## src/rtl/branch_predictor_bht_if.sv

```systemverilog
// Fetch/EX-side bundle for the branch predictor: IF0 lookup, EX training and IF1 prediction.
interface branch_predictor_bht_if #(
  parameter int WORD = 32
);
  logic            lk_en;
  logic [WORD-1:0] lk_pc;
  logic            stall;
  logic            flush;
  logic            upd_valid;
  logic [WORD-1:0] upd_pc;
  logic            upd_taken;
  logic [WORD-1:0] upd_target;
  logic            upd_mispredict;
  logic            pred_valid;
  logic [WORD-1:0] pred_pc;
  logic            pred_taken;
  logic [WORD-1:0] pred_target;
  logic [WORD-1:0] mispred_cnt;

  modport master (
    output lk_en, lk_pc, stall, flush,
    output upd_valid, upd_pc, upd_taken, upd_target, upd_mispredict,
    input  pred_valid, pred_pc, pred_taken, pred_target, mispred_cnt
  );

  modport slave (
    input  lk_en, lk_pc, stall, flush,
    input  upd_valid, upd_pc, upd_taken, upd_target, upd_mispredict,
    output pred_valid, pred_pc, pred_taken, pred_target, mispred_cnt
  );
endinterface

```

## src/rtl/branch_predictor_bht.sv

```systemverilog
// Per-PC 2-bit BHT plus direct-mapped tagged BTB; lookup in IF0, registered prediction in IF1,
// trained from EX. Lookups read the arrays as they stood before the edge (read-old).
module branch_predictor_bht #(
  parameter int         WORD     = 32,
  parameter int         BHT_LOG  = 6,
  parameter int         BTB_LOG  = 4,
  parameter int         TAG_W    = 8,
  parameter logic [1:0] CNT_INIT = 2'b01
) (
  input logic                   clk,
  input logic                   rst,
  branch_predictor_bht_if.slave bp
);
  localparam int BHT_N = 1 << BHT_LOG;
  localparam int BTB_N = 1 << BTB_LOG;

  logic [1:0]       cnt     [BHT_N];
  logic [BTB_N-1:0] btb_vld;
  logic [TAG_W-1:0] btb_tag [BTB_N];
  logic [WORD-1:0]  btb_tgt [BTB_N];

  logic [BHT_LOG-1:0] lk_bidx, up_bidx;
  logic [BTB_LOG-1:0] lk_tidx, up_tidx;
  logic [TAG_W-1:0]   lk_tag, up_tag;
  logic               lk_hit;
  logic [1:0]         cnt_cur, cnt_nxt;

  assign lk_bidx = bp.lk_pc[BHT_LOG+1:2];
  assign lk_tidx = bp.lk_pc[BTB_LOG+1:2];
  assign lk_tag  = bp.lk_pc[BTB_LOG+TAG_W+1:BTB_LOG+2];
  assign up_bidx = bp.upd_pc[BHT_LOG+1:2];
  assign up_tidx = bp.upd_pc[BTB_LOG+1:2];
  assign up_tag  = bp.upd_pc[BTB_LOG+TAG_W+1:BTB_LOG+2];
  assign lk_hit  = btb_vld[lk_tidx] && (btb_tag[lk_tidx] == lk_tag);

  // Bits of upd_pc outside the index/tag fields are intentionally ignored.
  logic unused_upd_pc;
  assign unused_upd_pc = ^bp.upd_pc;

  always_comb begin
    cnt_cur = cnt[up_bidx];
    cnt_nxt = cnt_cur;
    if (bp.upd_taken) begin
      if (cnt_cur != 2'b11) cnt_nxt = cnt_cur + 2'd1;
    end else begin
      if (cnt_cur != 2'b00) cnt_nxt = cnt_cur - 2'd1;
    end
  end

  // One saturating counter per BHT entry; only the addressed one moves.
  for (genvar g = 0; g < BHT_N; g++) begin : g_bht
    always_ff @(posedge clk) begin
      if (rst)                                                cnt[g] <= CNT_INIT;
      else if (bp.upd_valid && (up_bidx == BHT_LOG'(g)))      cnt[g] <= cnt_nxt;
    end
  end

  for (genvar g = 0; g < BTB_N; g++) begin : g_btb
    logic wr;
    assign wr = bp.upd_valid && bp.upd_taken && (up_tidx == BTB_LOG'(g));

    always_ff @(posedge clk) begin
      if (rst)     btb_vld[g] <= 1'b0;
      else if (wr) btb_vld[g] <= 1'b1;
    end

    // Tag/target need no reset: a cleared valid bit masks them.
    always_ff @(posedge clk) begin
      if (wr) begin
        btb_tag[g] <= up_tag;
        btb_tgt[g] <= bp.upd_target;
      end
    end
  end

  logic            pred_valid_q, pred_taken_q;
  logic [WORD-1:0] pred_pc_q, pred_target_q, mispred_q;

  always_ff @(posedge clk) begin
    if (rst) begin
      pred_valid_q  <= 1'b0;
      pred_taken_q  <= 1'b0;
      pred_pc_q     <= '0;
      pred_target_q <= '0;
      mispred_q     <= '0;
    end else begin
      // Flush overrides stall; pc/target are don't-care under flush so they just load.
      if (!bp.stall || bp.flush) begin
        pred_valid_q  <= bp.lk_en && !bp.flush;
        pred_taken_q  <= bp.lk_en && !bp.flush && cnt[lk_bidx][1] && lk_hit;
        pred_pc_q     <= bp.lk_pc;
        pred_target_q <= lk_hit ? btb_tgt[lk_tidx] : bp.lk_pc + WORD'(4);
      end
      if (bp.upd_mispredict && !(&mispred_q)) mispred_q <= mispred_q + WORD'(1);
    end
  end

  assign bp.pred_valid  = pred_valid_q;
  assign bp.pred_taken  = pred_taken_q;
  assign bp.pred_pc     = pred_pc_q;
  assign bp.pred_target = pred_target_q;
  assign bp.mispred_cnt = mispred_q;
endmodule

```

## src/flat_wrapper.sv

```systemverilog
// flat-port wrapper written by rule: the top's interface ports become plain ports
module branch_predictor_bht_flat 
#(
  parameter int         WORD     = 32,
  parameter int         BHT_LOG  = 6,
  parameter int         BTB_LOG  = 4,
  parameter int         TAG_W    = 8,
  parameter logic [1:0] CNT_INIT = 2'b01
)
  (clk, rst, bp_lk_en, bp_lk_pc, bp_stall, bp_flush, bp_upd_valid, bp_upd_pc, bp_upd_taken, bp_upd_target, bp_upd_mispredict, bp_pred_valid, bp_pred_pc, bp_pred_taken, bp_pred_target, bp_mispred_cnt);
  branch_predictor_bht_if #(.WORD(WORD)) bp_i ();
  input logic clk;
  input logic rst;
  input wire logic [$bits(bp_i.lk_en)-1:0] bp_lk_en;
  input wire logic [$bits(bp_i.lk_pc)-1:0] bp_lk_pc;
  input wire logic [$bits(bp_i.stall)-1:0] bp_stall;
  input wire logic [$bits(bp_i.flush)-1:0] bp_flush;
  input wire logic [$bits(bp_i.upd_valid)-1:0] bp_upd_valid;
  input wire logic [$bits(bp_i.upd_pc)-1:0] bp_upd_pc;
  input wire logic [$bits(bp_i.upd_taken)-1:0] bp_upd_taken;
  input wire logic [$bits(bp_i.upd_target)-1:0] bp_upd_target;
  input wire logic [$bits(bp_i.upd_mispredict)-1:0] bp_upd_mispredict;
  output wire logic [$bits(bp_i.pred_valid)-1:0] bp_pred_valid;
  output wire logic [$bits(bp_i.pred_pc)-1:0] bp_pred_pc;
  output wire logic [$bits(bp_i.pred_taken)-1:0] bp_pred_taken;
  output wire logic [$bits(bp_i.pred_target)-1:0] bp_pred_target;
  output wire logic [$bits(bp_i.mispred_cnt)-1:0] bp_mispred_cnt;
  assign bp_i.lk_en = bp_lk_en;
  assign bp_i.lk_pc = bp_lk_pc;
  assign bp_i.stall = bp_stall;
  assign bp_i.flush = bp_flush;
  assign bp_i.upd_valid = bp_upd_valid;
  assign bp_i.upd_pc = bp_upd_pc;
  assign bp_i.upd_taken = bp_upd_taken;
  assign bp_i.upd_target = bp_upd_target;
  assign bp_i.upd_mispredict = bp_upd_mispredict;
  assign bp_pred_valid = bp_i.pred_valid;
  assign bp_pred_pc = bp_i.pred_pc;
  assign bp_pred_taken = bp_i.pred_taken;
  assign bp_pred_target = bp_i.pred_target;
  assign bp_mispred_cnt = bp_i.mispred_cnt;
  branch_predictor_bht #(.WORD(WORD), .BHT_LOG(BHT_LOG), .BTB_LOG(BTB_LOG), .TAG_W(TAG_W), .CNT_INIT(CNT_INIT)) u_core (.clk(clk), .rst(rst), .bp(bp_i));
endmodule
```

## config.mk

```make
export PLATFORM = sky130hd
export DESIGN_NAME = branch_predictor_bht_flat
export DESIGN_NICKNAME = d
export VERILOG_FILES = /design/src/rtl/branch_predictor_bht_if.sv /design/src/rtl/branch_predictor_bht.sv /design/src/flat_wrapper.sv
export SDC_FILE = /design/constraint.sdc
export NUM_CORES = 1
export LEC_CHECK = 0
export CAP_MARGIN = 10
export CELL_PAD_IN_SITES_DETAIL_PLACEMENT = 0
export CELL_PAD_IN_SITES_GLOBAL_PLACEMENT = 1
export CORE_UTILIZATION = 59
export DETAILED_ROUTE_END_ITERATION = 10
export DONT_BUFFER_PORTS = 1
export PLACE_DENSITY = 0.91
export SLEW_MARGIN = 20
export SYNTH_ARGS = -nofsm -noshare
export SYNTH_HDL_FRONTEND = slang
export SYNTH_SLANG_ARGS = --single-unit
```

## constraint.sdc

```tcl
create_clock -name clk -period 13.66 [get_ports clk]
set_input_delay 1.366 -clock clk [delete_from_list [all_inputs] [get_ports clk]]
set_output_delay 1.366 -clock clk [all_outputs]
set_load 0.005 [all_outputs]
```

## After elaboration in Yosys (flattened, before gate mapping)

Memories as Yosys holds them, arrays and structs flattened.
Index checks and enable logic that the tools add are counted.

- Bits in registers: 114
- Bits of input ports: 104
- Output and inout port bits: 98
- Bits in writable memories: 768
- Memories kept: 3

- $lt $le $gt $ge: 1
- Reduce and logical (&&, ||, !) cells: 124
- Muxes and demuxes: 386
- Bitwise logic cells: 64
- $add $sub $neg: 4
- Eq/ne operators: 80

Memories:

| memory | depth | bits a word | rd ports | clocked after memory_dff | write ports | RTL line | RTL |
|---|---|---|---|---|---|---|---|
| u_core.btb_tgt | 16 | 32 | 1 | 0 | 1 | branch_predictor_bht.sv:20 | `logic [WORD-1:0] btb_tgt [BTB_N];` |
| u_core.btb_tag | 16 | 8 | 1 | 0 | 1 | branch_predictor_bht.sv:19 | `logic [TAG_W-1:0] btb_tag [BTB_N];` |
| u_core.cnt | 64 | 2 | 2 | 0 | 64 | branch_predictor_bht.sv:17 | `logic [1:0] cnt [BHT_N];` |

Operators by type and width:

| cell | number |
|---|---|
| 2-to-1 mux 32 bit | 16 |
| OR reduction 32 bit | 15 |
| 2-to-1 mux 1 bit | 257 |
| == test 6 bit (second input constant) | 32 |
| 2-to-1 mux 2 bit | 67 |
| 2-to-1 mux 4 bit | 30 |
| 2-to-1 mux 8 bit | 15 |
| OR reduction 8 bit | 15 |
| == test 6 x 5 -> 1 bit (second input constant) | 16 |
| logical AND 1 bit | 86 |
| bitwise OR 1 bit | 64 |
| == test 6 x 4 -> 1 bit (second input constant) | 8 |
| adder 32 x 1 -> 32 bit (second input constant) | 1 |
| adder 32 x 3 -> 32 bit (second input constant) | 1 |
| == test 4 bit (second input constant) | 8 |
| AND reduction 32 bit | 1 |
| == test 6 x 3 -> 1 bit (second input constant) | 4 |
| == test 4 x 3 -> 1 bit (second input constant) | 4 |
| == test 6 x 2 -> 1 bit (second input constant) | 2 |
| == test 4 x 2 -> 1 bit (second input constant) | 2 |
| == test 8 bit | 1 |
| == test 6 x 1 -> 1 bit (second input constant) | 1 |
| zero test 6 bit | 1 |
| less-than comparator 4 x 5 -> 1 bit (second input constant) | 1 |
| 9 further kinds | 11 |

## Depth between registers and ports, before layout

Gate-level depths: netlist of the first run.

- Depth in word-level cells: 20
- Mapped depth: 13

## Least setup slack after synthesis of the first run

OpenSTA, ideal clock, no wires.

- Path kind: input port to flip-flop
- Start: in bp_upd_pc[3]
- End: mem u_core.btb_tag[2][0] (enable)
- Data arrival time: 6310 ps
- Slack: 6809 ps
- Stages on the path: 5
- Path buffers: 3
- Cell sequence: clkbuf_1 > clkbuf_1 > clkbuf_1 > nand2b_1 > nor4_1

RTL lines:

| element | RTL line | RTL |
|---|---|---|
| start, declared | flat_wrapper.sv:19 | `input wire logic [$bits(bp_i.upd_pc)-1:0] bp_upd_pc;` |
| == test 4 x 2 -> 1 bit (*) | branch_predictor_bht.sv:60 | `assign wr = bp.upd_valid && bp.upd_taken && (up_tidx == BTB_LOG'(g));` |
| logical AND 1 bit (*) | branch_predictor_bht.sv:60 |  |
| via u_core.g_btb[2].wr | branch_predictor_bht.sv:59 | `logic wr;` |
| 2-to-1 mux 1 bit (*) | branch_predictor_bht.sv:69 | `if (wr) begin` |
| 2-to-1 mux 1 bit (not written as such) (*) | branch_predictor_bht.sv:70 | `btb_tag[g] <= up_tag;` |
| OR reduction 8 bit (no line) | -- |  |
| 2-to-1 mux 4 bit (no line) or 2-to-1 mux 1 bit (tied branches) (14 in series) | -- |  |
| end, declared | branch_predictor_bht.sv:19 |  |

Mark *: on every way through the listed nets, which the timed path passes. The rest lies on a longest branch.

## Final worst setup path of the first run

- Start: in bp_lk_pc[2]
- End: reg u_core.pred_target_q[20], in the netlist u_core.bp.pred_target[20]

- Cells in the longest elaborated chain, start to end: 4

RTL lines:

| element | RTL line | RTL |
|---|---|---|
| start, declared | flat_wrapper.sv:15 | `input wire logic [$bits(bp_i.lk_pc)-1:0] bp_lk_pc;` |
| branches (longest 3 deep; another with adder 32 x 3 -> 32 bit) | -- |  |
| 2-to-1 mux 32 bit (*) | branch_predictor_bht.sv:92 | `pred_target_q <= lk_hit ? btb_tgt[lk_tidx] : bp.lk_pc + WORD'(4);` |
| end signal, assigned | branch_predictor_bht.sv:92 |  |
| end, declared | branch_predictor_bht.sv:77 | `logic [WORD-1:0] pred_pc_q, pred_target_q, mispred_q;` |

Every way passes the cells marked *. The select of a mux whose other input is x is not followed.
A chain may end at the register's enable or synchronous reset.

==> results of run 1 <==
cells by family after synthesis:
logic type	synth area share, %
buffers and inverters	2.183
DFF	69.19
xor gates and xnor gates	1.459
adders and majority gates	0.06830
muxes	16.35
AOI/OAI and AO/OA	2.176
and+or+nand+nor	8.574
worst register-to-register path, delay by kind of cell (launching register included):
family / cells / cell delay (ps)
flip-flops: 1 / 370
AO/OA/AOI/OAI: 3 / 890
multiplexers: 1 / 490
AND/OR/NAND/NOR: 3 / 2250
layout by cell type (no fill, tap or decap), drive strengths merged, types with 5 or more instances in the layout:
master / instances
inv: 14
nor2b: 9
nand4: 13
a22oi: 5
nand2b: 11
dfxtp: 114
clkbuf: 102
a211oi: 21
clkinvlp: 7
nand2: 217
mux4: 256
nor2: 175
bufinv: 12
and3: 11
o211ai: 5
o21ai: 28
edfxtp: 768
nor4: 12
xnor2: 39
nand3: 74
nor3: 68
or3: 19
and2: 5
buf: 30
nand3b: 10
xor2: 22
or4: 6
a21oi: 36
clkinv: 33
nor3b: 17
mux2i: 19
a2111oi: 6
and4: 12
or2: 6
cell type report:
class / count / share of cell area, %
diodes: 1 / 0.006235
clock buffers: 102 / 5.586
clock inverters: 53 / 1.599
inverters: 13 / 0.1216
multi-input cells: 1133 / 26.51
flip-flops and latches: 882 / 63.15
well taps: 782 / 2.438
repair buffers: 30 / 0.5892
synth_stat cells (all sizes together), types with 21 or more instances:
master	count
clkbuf	92
nor2	175
mux4	256
buf	67
nand2	217
a21oi	36
a211oi	21
nand3	74
xnor2	39
edfxtp	768
o21ai	28
nor3	68
xor2	22
dfxtp	114
power groups by stage:
stage	sequential, mW	combinational (mW)	clock [mW]
3_5_place_dp	3.05	0.239	0
4_1_cts	3.00	0.246	2.46
5_1_grt	3.00	0.261	2.54
6_report	3.00	0.250	2.45
3_3_place_gp	3.05	0.229	0
2_1_floorplan	3.04	0.230	0
how the worst min path moves through the flow:
stage / from / end / slack [ps] / cells after the start
global route: u_core.bp.pred_pc[27] / u_core.bp.pred_pc[27] / 490 / 2
finish: u_core.bp.pred_pc[11] / u_core.bp.pred_pc[11] / 470 / 2
floorplan: u_core.btb_vld[12] / u_core.btb_vld[12] / 430 / 2
global placement: u_core.btb_vld[1] / u_core.btb_vld[1] / 440 / 2
CTS: u_core.bp.pred_pc[27] / u_core.bp.pred_pc[27] / 470 / 2
detailed placement: u_core.bp.pred_pc[27] / u_core.bp.pred_pc[27] / 460 / 2
state kept, by name, indices dropped and copies added, names as in the netlist:
signal	count
u_core.bp.pred_target	32
u_core.bp.mispred_cnt	32
u_core.bp.pred_valid	1
u_core.btb_vld	16
u_core.btb_tgt	512
u_core.bp.pred_pc	32
u_core.btb_tag	128
u_core.bp.pred_taken	1
u_core.cnt	128
stage by stage:
stage	power, mW	worst slack, ps	area (sq um)	hold WS (ps)
after global routing	5.805	8892	40130	489.1
after floorplan	3.272	6809	36630	434.8
after global placement	3.278	8481	37210	443.8
after detailed placement	3.292	8434	37240	459.3
final	5.702	8989	40140	468.8
after CTS	5.699	9005	40120	465.7
metal layers:
metal	GRT usage, %	vias to the layer above	part of all wire [%]
met5	0	-	0
met4	13.26	0	4.4
met3	8.366	309	12
met2	50.71	1645	50
met1	37.44	10680	34
li1	-	8505	-
==> key figures, run 1 <==
Setup path
  • R2r startpoint: u_core.btb_tag[3][3]
  • Worst path depth: 7
  • FF-to-FF path depth: 7
  • Setup CP Type: in2reg
  • Critical path launch point: bp_lk_pc[2]
  • Kind of cell adding the most delay to the critical path: simple AND/OR/NAND/NOR gates
  • Startpoint types: input port
  • Critical path, cell by cell: and2_1 -> a22oi_1 -> and4b_1 -> nor4_1 -> or4_1 -> nor2_1 -> a2111oi_0
  • CP max stage cell: or4_1
  • Reg-to-Reg End: u_core.bp.pred_target[20]
  • Critical Path End Type: flip-flop
  • Max FO, Critical Path: 178
  • R2r setup slk: 9460 ps
  • Buf+Inv Stages, Crit Path: 0
  • CP Data Required Time: 14150 ps
  • Setup crit end: u_core.bp.pred_target[20]
  • Critical Path Max Stage Delay: 1000 ps
  • Crit path DAT: 5160 ps

Synth
  • Syn. warnings: 0
  • Syn Nets: 2293
  • Main synth FF type: edfxtp_1
  • Cell area after synthesis: 36630 sq um
  • Seq/Total Area, Yosys: 69.19%
  • Area share of the largest cell type after synthesis: 62.96%
  • Post-synthesis register bit count: 882
  • Mapped Cells: 2187
  • Post-synth ARST share: 0%
  • Synth area leaders: edfxtp_1 (63%), mux4_2 (16%), dfxtp_1 (6.2%)
  • Synth unique cells: 56
  • Most area-hungry cell type in the Yosys netlist: edfxtp_1
  • Number of synthesized flops with an enable pin: 768
  • Mean post-synth cell area: 16.75 sq um

Timing
  • Fin. max-slew vios: 0
  • Worst-Margin Slew: 1144 ps
  • Max_slew headroom: 23.76%
  • RSZ-0062 raised after global routing: no
  • Setup violators final: 0
  • Fmax: 214.1 MHz
  • Setup tns final: 0 ps
  • Period utilization: 34.19%
  • Final-report hold violation count: 0
  • Final Critical Period: 4671 ps
  • Clk_skew: 23.40 ps

Placed design
  • Buffers on Ports: 0
  • Routability cong.: 0.8479
  • Hpwl dp: 48420 microns
  • Dpl cells: 2840

Clock tree
  • Postcts setup bufs: 0
  • # resized after CTS: 0
  • Clock Tree Buf Depth: 3
  • Clock sinks: 882
  • H-tree Lvls: 3
  • TritonCTS buffer count: 86
  • Clock root cell: clkbuf_16
  • Hold-fix buffers at CTS: 0
  • Clock Pin Slew Worst Setup and Hold Paths: 70 ps
  • Worst skew pair latency: 650 ps
  • CTS tree: built

Power and ir drop
  • Sw Ratio: 21.08%
  • Max VDD drop: 0.00008744 V
  • Switching power: 1.202 mW
  • Comb power frac: 4.4%
  • LEAKAGE: 12.45 nW
  • Internal power: 4.500 mW
  • Clock power share: 43.0%
  • Reg power frac: 52.6%
  • PwrDens: 142.1 nW/um^2

Floorplan
  • Die Y: 251.2 microns
  • Core area: 60810 sq um
  • Die W: 251.2 microns
  • # IOs: 202
  • Die footprint: 63090 sq um
  • Initial core utilization: 60.24%
  • Row cnt: 90

GRT
  • Grt total ovfl: 0
  • Largest net degree at the start of global routing: 182
  • Number of global-route vias before repair: 21124
  • Global-route usage over all layers: 30.41%
  • Initial antenna violation count: 1
  • First-pass GRT wire length: 138900 microns

Drt
  • WL final: 94730 microns
  • Via/cell ratio: 7.056
  • Residual DRC count: 0
  • DR WL/cell: 31.62 microns
  • ANT nets after route: 0
  • DR iter-0 viols: 2840
  • Routed via count: 21139
  • Drt pass-1 iters: 6

Cells and area
  • Util after Layout: 66.00%
  • FF/Latch Area: 25340 sq um
  • # nets final: 2252
  • Area of the multi-input gates: 10640 sq um
  • Filler cell count: 3763
  • Ratio of cells with drive above 1 in the final layout: 20.29%
  • Finished Layout Cells: 2996
  • Syn-to-layout area delta: 9.571%

Run
  • Max-cap viol count: 0

Min path
  • Worst hold path type: reg2reg

Outcome
  • Status: finished, final reports clean
(Power assumes the default switching activity.)
==> run 2: changes to the inputs <==
--- a/config.mk
+++ b/config.mk
@@ -8,10 +8,10 @@
 export CAP_MARGIN = 10
 export CELL_PAD_IN_SITES_DETAIL_PLACEMENT = 0
 export CELL_PAD_IN_SITES_GLOBAL_PLACEMENT = 1
-export CORE_UTILIZATION = 59
+export CORE_UTILIZATION = 54
 export DETAILED_ROUTE_END_ITERATION = 10
 export DONT_BUFFER_PORTS = 1
-export PLACE_DENSITY = 0.91
+export PLACE_DENSITY = 0.85
 export SLEW_MARGIN = 20
 export SYNTH_ARGS = -nofsm -noshare
 export SYNTH_HDL_FRONTEND = slang
==> constraint.sdc (replaced) <==
create_clock -name clk -period 4.7 [get_ports clk]
set_input_delay 0.47 -clock clk [delete_from_list [all_inputs] [get_ports clk]]
set_output_delay 0.47 -clock clk [all_outputs]
set_load 0.005 [all_outputs]
==> key figures, run 2 (synthesis results as in run 1) <==
Timing
  • Max_slew headroom: 22.94% (-0.83 points)
  • Final Critical Period: 3492 ps
  • Worst-Margin Slew: 1153 ps (+9.614 ps)
  • Worst hold slack: 27.27 ps (-441.5 ps)
  • Fmax: 286.4 MHz
  • RSZ-0062 raised after global routing: no
  • Period utilization: 74.29%
  • Final-report hold violation count: 0 (unchanged)
  • Clk_skew: 50.54 ps (+27.14 ps)
  • Setup violators final: 0 (unchanged)
  • Setup tns final: 0 ps (unchanged)
  • Fin. max-slew vios: 0 (unchanged)

Setup path
  • Setup CP Type: reg2reg
  • Critical Path Max Stage Delay: 940 ps (-60 ps)
  • CP Data Required Time: 5240 ps (-8910 ps)
  • Max FO, Critical Path: 17 (-90%)
  • Crit path DAT: 4030 ps (-1130 ps)
  • Startpoint types: flip-flop
  • CP max stage cell: nor4_4
  • Critical path, cell by cell: mux4_2 -> nor3b_1 -> a2111oi_0 -> a32oi_1 -> nor4_4 -> buf_4 -> a211oi_1 -> or3_1
  • Critical Path End Type: flip-flop

Floorplan
  • Die W: 262.5 microns (+4.5%)
  • Die Y: 262.5 microns (+4.5%)
  • Row cnt: 95 (+5.6%)
  • Initial core utilization: 54.54% (-5.7 points)
  • # IOs: 202 (unchanged)
  • Die footprint: 68880 sq um (+9.2%)
  • Core area: 67160 sq um (+10%)

Cells and area
  • Commonest non-fill, non-tap cell in the layout: edfxtp_1
  • Ratio of cells with drive above 1 in the final layout: 20.01% (-0.28 points)
  • Largest register FFs: 512 (unchanged)
  • Biggest register: u_core.btb_tgt
  • Most frequent cells in the layout: edfxtp_1 (768), mux4_2 (256), nand2_1 (217)
  • # nets final: 2338 (+3.8%)
  • Filler cell count: 4568 (+21%)
  • Syn-to-layout area delta: 12.35%
  • Top flop regs: u_core.btb_tgt x512, u_core.btb_tag x128, u_core.cnt x128
  • Finished Layout Cells: 3179 (+6.1%)
  • Design area: 41150 sq um (+2.5%)

Placed design
  • Hpwl dp: 48670 microns (+0.52%)
  • Dpl cells: 2942 (+3.6%)
  • Routability cong.: 0.8373 (-1.3%)
  • Buffers on Ports: 0 (unchanged)
  • Post-Place Cell Area: 37450 sq um (+0.55%)

Drt
  • WL final: 92670 microns (-2.2%)
  • Routed via count: 20902 (-1.1%)
  • Drt pass-1 iters: 6 (unchanged)
  • ANT nets after route: 0 (unchanged)
  • DR WL/cell: 29.15 microns (-7.8%)
  • Residual DRC count: 0 (unchanged)
  • Via/cell ratio: 6.575 (-6.8%)
  • DR iter-0 viols: 2486 (-12%)

GRT
  • First-pass GRT wire length: 135600 microns (-2.3%)
  • Global-route usage over all layers: 26.91% (-3.5 points)
  • Grt total ovfl: 0 (unchanged)
  • Initial antenna violation count: 4 (+3)
  • Number of global-route vias before repair: 20759 (-1.7%)
  • Largest net degree at the start of global routing: 182 (unchanged)

Power and ir drop
  • Max VDD drop: 0.0002513 V (+190%)
  • LEAKAGE: 12.86 nW (+3.3%)
  • PwrDens: 405.6 nW/um^2 (+190%)
  • Tot Pwr: 16.69 mW (+190%)

Clock tree
  • Clock Pin Slew Worst Setup and Hold Paths: 60 ps (about the same)
  • CTS tree: built
  • # resized after CTS: 0 (unchanged)
  • H-tree Lvls: 3 (unchanged)
  • Clock root cell: clkbuf_16
  • Clock Tree Buf Depth: 3 (unchanged)
  • TritonCTS buffer count: 88 (+2.3%)
  • Clock sinks: 882 (unchanged)
  • Worst skew pair latency: 670 ps (+20 ps)

Min path
  • Worst hold path type: in2reg

Run
  • Max-cap viol count: 0 (unchanged)

Outcome
  • Status: finished, final reports clean
[run 2: cell types whose count changed in the layout (fill, tap and decap cells not counted), sizes merged]
cell	delta
clkinv	+9
clkinvlp	-1
buf	+12
clkbuf	-1
dlygate4sd3	+72
inv	+2
bufinv	-2
diode	+1
[run 2: repair_timing]
item / 4_1_cts / 5_1_grt
hold buffers: 72 / 1
buffers inserted: 0 / 0
endpoints found under the hold margin: 732 / 1
[run 2: cell type report]
| cell class | instances | area [sq um] | area share, % |
|---|---|---|---|
| inverters | 13 | 48.80 | 0.1186 |
| repair buffers | 114 | 1056 | 2.566 |
| diodes | 2 | 5.005 | 0.01216 |
| well taps | 873 | 1092 | 2.654 |
| clock inverters | 61 | 681.9 | 1.657 |
| clock buffers | 101 | 2271 | 5.518 |
| multi-input cells | 1133 | 10650 | 25.89 |
| flip-flops and latches | 882 | 25340 | 61.59 |
[run 2: critical path: cells and delay by family, from the launching register on]
| family | cells | cell delay (ps) |
|---|---|---|
| DFF | 1 | 370 |
| AOI/OAI and AO/OA | 3 | 680 |
| and+or+nand+nor | 3 | 1510 |
| buffers and inverters | 1 | 320 |
| muxes | 1 | 490 |
[run 2: routing by layer]
layer,up-vias,part of all wire (%),global-route usage [%],wire [microns]
met5,-,0.024,0,22
met4,4,3.3,10.13,3069
met3,205,9.7,5.941,8943
met2,1218,50,44.83,46080
met1,10794,37,34.84,34560
li1,8681,-,-,-
[run 2: path summary, 6_finish.rpt]
| path | from | end | slack (ps) | depth (start not counted) |
|---|---|---|---|---|
| max | u_core.btb_tag[3][3] | u_core.bp.pred_target[26] | 1210 | 8 |
| min | rst | u_core.bp.pred_target[27] | 30 | 2 |
| min reg2reg | u_core.btb_vld[14] | u_core.btb_vld[14] | 470 | 2 |
| max reg2reg | u_core.btb_tag[3][3] | u_core.bp.pred_target[26] | 1210 | 8 |
[run 2: stage by stage]
step / util (%) / worst slack [ps]
2_1_floorplan: - / -1195
3_3_place_gp: 55.75 / 1017
3_5_place_dp: 55.76 / 1042
4_1_cts: 61.26 / 1259
5_1_grt: 61.27 / 1054
6_report: 61.28 / 1208
[run 2: where the power goes]
part	internal, mW	total [mW]	switching [mW]
Clock	4.06	7.13	3.06
Combinational	0.394	0.856	0.462
Sequential	8.64	8.71	0.0757
Total	13.1	16.7	3.60
